[src/rtl/cpu_pkg.sv]
// cpu_pkg: opcodes, FSM state encoding and instruction-width helpers
// shared by param_cpu_core and cpu_alu.
package cpu_pkg;

  typedef enum logic [3:0] {
    OP_ADD  = 4'h0,
    OP_SUB  = 4'h1,
    OP_MUL  = 4'h2,
    OP_DIV  = 4'h3,
    OP_SHL  = 4'h4,
    OP_SHR  = 4'h5,
    OP_AND  = 4'h6,
    OP_OR   = 4'h7,
    OP_MOV  = 4'h8,
    OP_LDA  = 4'h9,
    OP_LDB  = 4'hA,
    OP_OUT  = 4'hB,
    OP_JNZ  = 4'hC,
    OP_NOP0 = 4'hD,
    OP_NOP1 = 4'hE,
    OP_HALT = 4'hF
  } op_e;

  typedef enum logic [2:0] {
    S_FETCH  = 3'd0,
    S_DECODE = 3'd1,
    S_EXEC   = 3'd2,
    S_WB     = 3'd3,
    S_HALT   = 3'd4
  } state_e;

  function automatic int rsel_w(input int num_regs);
    return $clog2(num_regs);
  endfunction

  function automatic int instr_w(input int num_regs);
    return 4 + 2 * $clog2(num_regs);
  endfunction

endpackage

[src/rtl/cpu_alu.sv]
// cpu_alu: combinational ALU; ports op/a/b/sw_a/sw_b/cin in, res/cout/wr out.
// MUL/DIV exist only when CPU_MULDIV_EN is defined, else opcodes 2/3 are NOPs.
module cpu_alu
  import cpu_pkg::*;
#(
  parameter int DATA_W = 8
) (
  input  op_e               op,
  input  logic [DATA_W-1:0] a,
  input  logic [DATA_W-1:0] b,
  input  logic [DATA_W-1:0] sw_a,
  input  logic [DATA_W-1:0] sw_b,
  input  logic              cin,
  output logic [DATA_W-1:0] res,
  output logic              cout,
  output logic              wr
);

  logic [DATA_W:0] sum;
  logic [DATA_W:0] dif;

  assign sum = {1'b0, a} + {1'b0, b};
  assign dif = {1'b0, a} - {1'b0, b};

`ifdef CPU_MULDIV_EN
  logic [2*DATA_W-1:0] prod;
  assign prod = {{DATA_W{1'b0}}, a} * {{DATA_W{1'b0}}, b};
`endif

  // Ops that do not touch the flag pass cin straight through.
  always_comb begin
    res  = '0;
    cout = cin;
    wr   = 1'b0;
    unique case (op)
      OP_ADD: begin
        res  = sum[DATA_W-1:0];
        cout = sum[DATA_W];
        wr   = 1'b1;
      end
      OP_SUB: begin
        res  = dif[DATA_W-1:0];
        cout = dif[DATA_W];
        wr   = 1'b1;
      end
`ifdef CPU_MULDIV_EN
      OP_MUL: begin
        res  = prod[DATA_W-1:0];
        cout = |prod[2*DATA_W-1:DATA_W];
        wr   = 1'b1;
      end
      OP_DIV: begin
        wr = 1'b1;
        if (b == '0) begin
          res  = '1;
          cout = 1'b1;
        end else begin
          res  = a / b;
          cout = 1'b0;
        end
      end
`endif
      OP_SHL: begin
        {cout, res} = {a, 1'b0};
        wr = 1'b1;
      end
      OP_SHR: begin
        {res, cout} = {1'b0, a};
        wr = 1'b1;
      end
      OP_AND: begin
        res  = a & b;
        cout = 1'b0;
        wr   = 1'b1;
      end
      OP_OR: begin
        res  = a | b;
        cout = 1'b0;
        wr   = 1'b1;
      end
      OP_MOV: begin
        res = b;
        wr  = 1'b1;
      end
      OP_LDA: begin
        res = sw_a;
        wr  = 1'b1;
      end
      OP_LDB: begin
        res = sw_b;
        wr  = 1'b1;
      end
      default: ;
    endcase
  end

endmodule

[src/rtl/param_cpu_core.sv]
// param_cpu_core: 4-cycle multi-cycle CPU (FETCH/DECODE/EXEC/WB + HALT).
// clk/reset_n, run/step, sw_a/sw_b, imem_*, instr/out_reg/carry/state/halted; CPU_MULDIV_EN.
module param_cpu_core
  import cpu_pkg::*;
#(
  parameter  int DATA_W   = 8,
  parameter  int NUM_REGS = 4,
  parameter  int PC_W     = 8,
  localparam int RSEL_W   = rsel_w(NUM_REGS),
  localparam int INSTR_W  = instr_w(NUM_REGS)
) (
  input  logic               clk,
  input  logic               reset_n,
  input  logic               run,
  input  logic               step,
  input  logic [DATA_W-1:0]  sw_a,
  input  logic [DATA_W-1:0]  sw_b,
  output logic [PC_W-1:0]    imem_addr,
  input  logic [INSTR_W-1:0] imem_data,
  output logic [INSTR_W-1:0] instr,
  output logic [DATA_W-1:0]  out_reg,
  output logic               carry,
  output logic [2:0]         state,
  output logic               halted
);

  state_e            st;
  logic [PC_W-1:0]   pc;
  logic [DATA_W-1:0] regs [NUM_REGS];
  logic [DATA_W-1:0] opa;
  logic [DATA_W-1:0] opb;
  logic [DATA_W-1:0] res_q;
  logic              cout_q;
  logic              wr_q;

  op_e               op;
  logic [RSEL_W-1:0] rd;
  logic [RSEL_W-1:0] rs;
  logic [DATA_W-1:0] alu_res;
  logic              alu_cout;
  logic              alu_wr;
  logic [PC_W-1:0]   jtgt;
  logic              go;

  assign op        = op_e'(instr[INSTR_W-1 -: 4]);
  assign rd        = instr[2*RSEL_W-1 -: RSEL_W];
  assign rs        = instr[RSEL_W-1:0];
  assign go        = run | step;
  assign jtgt      = PC_W'(opa);
  assign imem_addr = pc;
  assign state     = st;

  cpu_alu #(
    .DATA_W(DATA_W)
  ) u_alu (
    .op  (op),
    .a   (opa),
    .b   (opb),
    .sw_a(sw_a),
    .sw_b(sw_b),
    .cin (carry),
    .res (alu_res),
    .cout(alu_cout),
    .wr  (alu_wr)
  );

  always_ff @(posedge clk) begin
    if (!reset_n) begin
      st      <= S_FETCH;
      pc      <= '0;
      instr   <= '0;
      opa     <= '0;
      opb     <= '0;
      res_q   <= '0;
      cout_q  <= 1'b0;
      wr_q    <= 1'b0;
      out_reg <= '0;
      carry   <= 1'b0;
      halted  <= 1'b0;
      for (int i = 0; i < NUM_REGS; i++) regs[i] <= '0;
    end else begin
      unique case (st)
        S_FETCH: begin
          if (go) begin
            instr <= imem_data;
            pc    <= pc + PC_W'(1);
            st    <= S_DECODE;
          end
        end
        S_DECODE: begin
          opa <= regs[rd];
          opb <= regs[rs];
          st  <= S_EXEC;
        end
        S_EXEC: begin
          res_q  <= alu_res;
          cout_q <= alu_cout;
          wr_q   <= alu_wr;
          st     <= S_WB;
        end
        S_WB: begin
          if (wr_q) regs[rd] <= res_q;
          carry <= cout_q;
          if (op == OP_OUT) out_reg <= opb;
          if (op == OP_JNZ && opb != '0) pc <= jtgt;
          if (op == OP_HALT) begin
            st     <= S_HALT;
            halted <= 1'b1;
          end else begin
            st <= S_FETCH;
          end
        end
        S_HALT: ;
        default: st <= S_FETCH;
      endcase
    end
  end

endmodule

[config.mk]
export PLATFORM = sky130hd
export DESIGN_NAME = param_cpu_core
export DESIGN_NICKNAME = d
export VERILOG_FILES = /design/src/rtl/cpu_pkg.sv /design/src/rtl/cpu_alu.sv /design/src/rtl/param_cpu_core.sv
export SDC_FILE = /design/constraint.sdc
export NUM_CORES = 1
export LEC_CHECK = 0
export CAP_MARGIN = 20
export CORE_AREA = 8 8 102 113
export CTS_BUF_LIST = sky130_fd_sc_hd__clkbuf_4
export DETAILED_ROUTE_END_ITERATION = 12
export DIE_AREA = 0 0 110 121
export PLACE_DENSITY = 0.78
export SLEW_MARGIN = 40
export SYNTH_ARGS = -nofsm -noshare
export SYNTH_HDL_FRONTEND = slang
export SYNTH_SLANG_ARGS = --single-unit
export TNS_END_PERCENT = 30
[constraint.sdc]
create_clock -name clk -period 2.8 [get_ports clk]
set_clock_uncertainty 0.05 [all_clocks]
set_input_delay 0.84 -clock clk [delete_from_list [all_inputs] [get_ports clk]]
set_output_delay 0.84 -clock clk [all_outputs]
set_load 0.01 [all_outputs]
==> metrics.cfg, run 1 <==
[critical_path]
path_buf_inv=1
cp_top_family=flip-flops
reg2reg_from=jtgt[0]
cpPeakStageDelay_ns=0.63
path_class=reg2out
slowest_stage=dfxtp_1
reg2reg_depth=8
crit_path_start_kind=flip-flop
endpoint_kind=output pin
cp_max_fo=11
worstPathRequired_ns=1.91
reg2reg_slack_ns=0.44
critPathArrivalTime_ns=1.69
rr_endpoint=res_q[4]
cp_cell_sequence=clkdlybuf4s50_1

[run]
drv_cap=0

[yosys]
seq_area_frac_synth=0.374
ys_ff_latch=87
synthSimpleGateAreaFrac=0.208
synth_flop_cell=dfxtp_1
synthXorXnorAreaFrac=0.00318
yosysWarnings=0
synth_nets=621
synthMuxAreaShare=0.116
async_reset_ff_frac=0
synthCells=566
synthAdderAreaFrac=0.0640
synth_compound_gate_area_share=0.183
synth_edf_count=32
synth_cell_types=78
synth_area_per_cell_um2=9.74
syn_area_um2=5510
synth_top_family_by_area=simple AND/OR/NAND/NOR gates

[layout]
final_cell_mix=clkdlybuf4s50_1 (56), dfxtp_1 (55), nand2_1 (53)
layout_commonest_cell=clkdlybuf4s50_1
layout-drive-gt1-share=0.121
final_cells=749
regMostFlops=regs
final_util=0.666
largest_register_ffs=32
antenna_cells=0
final_area_um2=6430
final_nets=679
syn_to_final_growth_pct=16.6

[placement]
hpwl_mm=11.8
dp.cells=733
dpl-instance-area_um2=6270
portBuffers=56
globalplace.congestion=0.984
pre_cts_slack_ns=0.262

[floorplanning]
core-area_um2=9650
pin_count=57
dieArea_um2=13300
start_util=0.571
rows=38
die_w_um=110
die_h_um=121

[route]
top_layer=met4
drc=0
drt_wl_total_mm=15.5
met1_length_mm=6.24
wire_per_inst_um=20.7
drt-pass1-iter-count=5
wl_met3_mm=1.12
via_count=4701
vias_per_cell=6.28
route.met2.wl_mm=7.56
ant_nets=0
drt_iter0_markers=408

[sta]
timing.setup.tns_ns=0
finalCritPeriodShare=0.921
period_needed_ns=2.58
setup_slack_ns=0.220
worst_pin_slew_ns=0.818
slew_violations=0
rsz0062_at_grt=false
hold_viol=0
timing.fmax_mhz=388
slew_headroom=0.452
holdWs_ns=0.469
setup_viol=0

[min_path]
whs_path_depth=2
hold_path.class=reg2reg
hold_start=cout_q
min_to=cout_q

[clock_network]
cts_tree=yes
post_cts_resized=0
cts.sinks=87
cts_setup_buffers=0
path_clk_slew_ns=0.13
clk-insertion-delay-late_ns=0.44
cts_root_buf=clkbuf_4
clk_path_buf_depth=2
ctsHoldBuffers=0
htree_levels=3
tritoncts.num_buffers=9

[power]
switching_share=0.306
pwr-share-seq=0.481
power.density_nw_per_um2=470
power.internal_mw=2.09
combinationalPowerShare=0.254
p_leak_nw=2.32
pwr-share-clk=0.265
max-vdd-ir-drop_mv=0.320
total_power_mw=3.02
power_switching_uw=923

[global_route]
grt_antenna_before_repair=0
first_global_vias=4739
grt_pass1_wl_mm=25.0
track_usage=0.241
grt_overflow=0
grt_max_degree=40

[run_status]
outcome=finished, final reports clean

## kinds of logic after synthesis
family	count (synthesis)
adders and majority gates	27
DFF	87
xor gates and xnor gates	2
and+or+nand+nor	204
AOI/OAI and AO/OA	141
muxes	41
buffers and inverters	64
## Yosys cell counts, drive strengths merged (9+ instances only)
master  number  area (um2)
mux4        18         405
dfxtp       55        1100
ha          25         313
a21boi      24         180
inv         23        86.3
nor2b       24         150
mux2i       22         220
nor2        25        96.4
and2        30         188
nand2       53         199
buf         18         114
a31oi        9        56.3
clkbuf      23        88.8
nor3b       11        87.6
o21ai       33         165
nor3        13        70.1
a21oi       16        80.1
edfxtp      32         961
## area by class of cell
type	count	area, um2
Clock inverter	5	72.6
Tap cell	120	150
Multi-Input combinational cell	415	3160
Clock buffer	11	82.6
Sequential cell	87	2060
Inverter	23	86.3
Timing Repair Buffer	88	813
Fill cell	783	3220
## metal layers
| layer | up-vias | track usage |
|---|---|---|
| li1 | 2197 | - |
| met2 | 209 | 0.389 |
| met3 | 51 | 0.0468 |
| met4 | 0 | 0.114 |
| met5 | - | 0 |
| met1 | 2244 | 0.300 |
## power by group through the flow
stage	registers, mW	logic, mW	clock network [mW]
after global routing	1.46	0.827	0.848
after CTS	1.45	0.757	0.803
after detailed placement	1.48	0.753	0
after global placement	1.47	0.749	0
final	1.45	0.766	0.799
after floorplan	1.45	0.500	0
## worst max-delay path by stage
stage | start | end | slack (ns) | cells past startpoint
after detailed placement | reset_n | regs[0][6] | 0.26 | 4
after global routing | state[1] | state[1] | 0.13 | 1
after CTS | state[1] | state[1] | 0.19 | 1
after global placement | reset_n | res_q[3] | 0.32 | 5
after floorplan | state[1] | regs[2][0] | 0.54 | 6
final | state[1] | state[1] | 0.22 | 1
Power figures use the tool's default switching activity.
==> inputs of run 2 (changes only) <==
--- a/config.mk
+++ b/config.mk
@@ -5,11 +5,11 @@
 export SDC_FILE = /design/constraint.sdc
 export NUM_CORES = 1
 export LEC_CHECK = 0
-export CAP_MARGIN = 20
 export CORE_AREA = 8 8 102 113
 export CTS_BUF_LIST = sky130_fd_sc_hd__clkbuf_4
 export DETAILED_ROUTE_END_ITERATION = 12
 export DIE_AREA = 0 0 110 121
+export GPL_ROUTABILITY_DRIVEN = 0
 export PLACE_DENSITY = 0.78
 export SLEW_MARGIN = 40
 export SYNTH_ARGS = -nofsm -noshare
==> constraint.sdc (replaced) <==
create_clock -name clk -period 2.8 [get_ports clk]
set_clock_uncertainty 0.05 [all_clocks]
set_input_delay 0.56 -clock clk [delete_from_list [all_inputs] [get_ports clk]]
set_output_delay 0.56 -clock clk [all_outputs]
set_load 0.01 [all_outputs]
==> metrics.cfg, run 2 (synthesis gave the netlist of run 1 again) <==
[global_route]
track_usage=0.227
first_global_vias=4469
grt_antenna_before_repair=0
grt_pass1_wl_mm=23.5
grt_overflow=0
grt_max_degree=38

[clock_network]
cts.sinks=87
cts_root_buf=clkbuf_4
path_clk_slew_ns=0.13
htree_levels=3
ctsHoldBuffers=0
cts_tree=yes
clk_path_buf_depth=2
post_cts_resized=0
clk-insertion-delay-late_ns=0.45
cts_setup_buffers=0
tritoncts.num_buffers=9

[run]
drv_cap=0

[sta]
slew_violations=0
timing.setup.tns_ns=0
finalCritPeriodShare=0.884
slew_headroom=0.472
setup_slack_ns=0.324
period_needed_ns=2.48
worst_pin_slew_ns=0.786
hold_viol=0
rsz0062_at_grt=false
setup_viol=0
timing.fmax_mhz=404

[route]
vias_per_cell=6.31
drt_wl_total_mm=14.9
wire_per_inst_um=20.2
via_count=4656
ant_nets=0
drt-pass1-iter-count=5
drt_iter0_markers=390
drc=0

[floorplanning]
start_util=0.571
die_w_um=110
die_h_um=121
pin_count=57
dieArea_um2=13300
core-area_um2=9650
rows=38

[critical_path]
path_class=reg2out
cpPeakStageDelay_ns=0.76
slowest_stage=dfxtp_1
endpoint_kind=output pin
cp_top_family=flip-flops
crit_path_start_kind=flip-flop
critPathArrivalTime_ns=1.87
cp_cell_sequence=clkdlybuf4s50_1
worstPathRequired_ns=2.19
cp-startpoint=instr[6]
path_buf_inv=1
cp_max_fo=18
reg2reg_from=jtgt[0]

[power]
p_leak_nw=2.24
max-vdd-ir-drop_mv=0.376
power.density_nw_per_um2=459

[layout]
regMostFlops=regs
fill_cells=796
final_nets=668
layout_commonest_cell=clkdlybuf4s50_1
final_util=0.654
antenna_cells=0
syn_to_final_growth_pct=14.6
final_cell_mix=clkdlybuf4s50_1 (56), dfxtp_1 (55), nand2_1 (53)
largest_register_ffs=32
layout-drive-gt1-share=0.105

[run_status]
outcome=finished, final reports clean

[placement]
pre_cts_slack_ns=0.399
hpwl_mm=11.2
portBuffers=56

[min_path]
hold_path.class=reg2reg
hold_start=cout_q

==> run 2: cell types whose count changed in the layout (fill, tap and decap cells not counted), sizes merged <==
cell	change
buf	-11
clkinvlp	+1
bufinv	-1
inv	-1
clkinv	+1
==> run 2: through the flow <==
step | total power, mW | cells | area, um2 | hold WS (ns)
global route | 3.01 | 738 | 6310 | 0.479
global placement | 2.18 | 722 | 6180 | 0.405
finish | 2.90 | 738 | 6310 | 0.428
floorplan | 1.96 | 566 | 5510 | 0.389
detailed placement | 2.20 | 722 | 6180 | 0.411
CTS | 2.89 | 738 | 6310 | 0.429
==> run 2: final timing paths <==
| path | end | depth (start not counted) | slack (ns) |
|---|---|---|---|
| worst max-delay path | instr[6] | 1 | 0.32 |
| worst min-delay path | cout_q | 2 | 0.43 |
| worst max register to register | res_q[6] | 8 | 0.33 |
| worst min register to register | cout_q | 2 | 0.43 |
==> run 2: routing by layer <==
metal,GRT usage,share of wire,up-vias
met1,0.285,0.40,2244
li1,-,-,2180
met2,0.363,0.49,196
met5,0,0,-
met4,0.101,0.031,0
met3,0.0484,0.081,36
==> run 2: tightest hold or removal path: stages (launching register included) <==
cell and delay (ns):
dfxtp_1 0.34, nand3_1 0.06, o21ai_1 0.05
==> run 2: layout make-up <==
type	count	area, um2	area share
Inverter	23	86.3	0.0137
Multi-Input combinational cell	415	3170	0.501
Clock buffer	11	82.6	0.0131
Clock inverter	5	48.8	0.00773
Timing Repair Buffer	77	718	0.114
Sequential cell	87	2060	0.327
Tap cell	120	150	0.0238
==> run 2: where the power goes <==
| part | total, mW | internal (mW) | switching, mW |
|---|---|---|---|
| Clock | 0.703 | 0.285 | 0.418 |
| Combinational | 0.715 | 0.336 | 0.379 |
| Sequential | 1.48 | 1.37 | 0.107 |
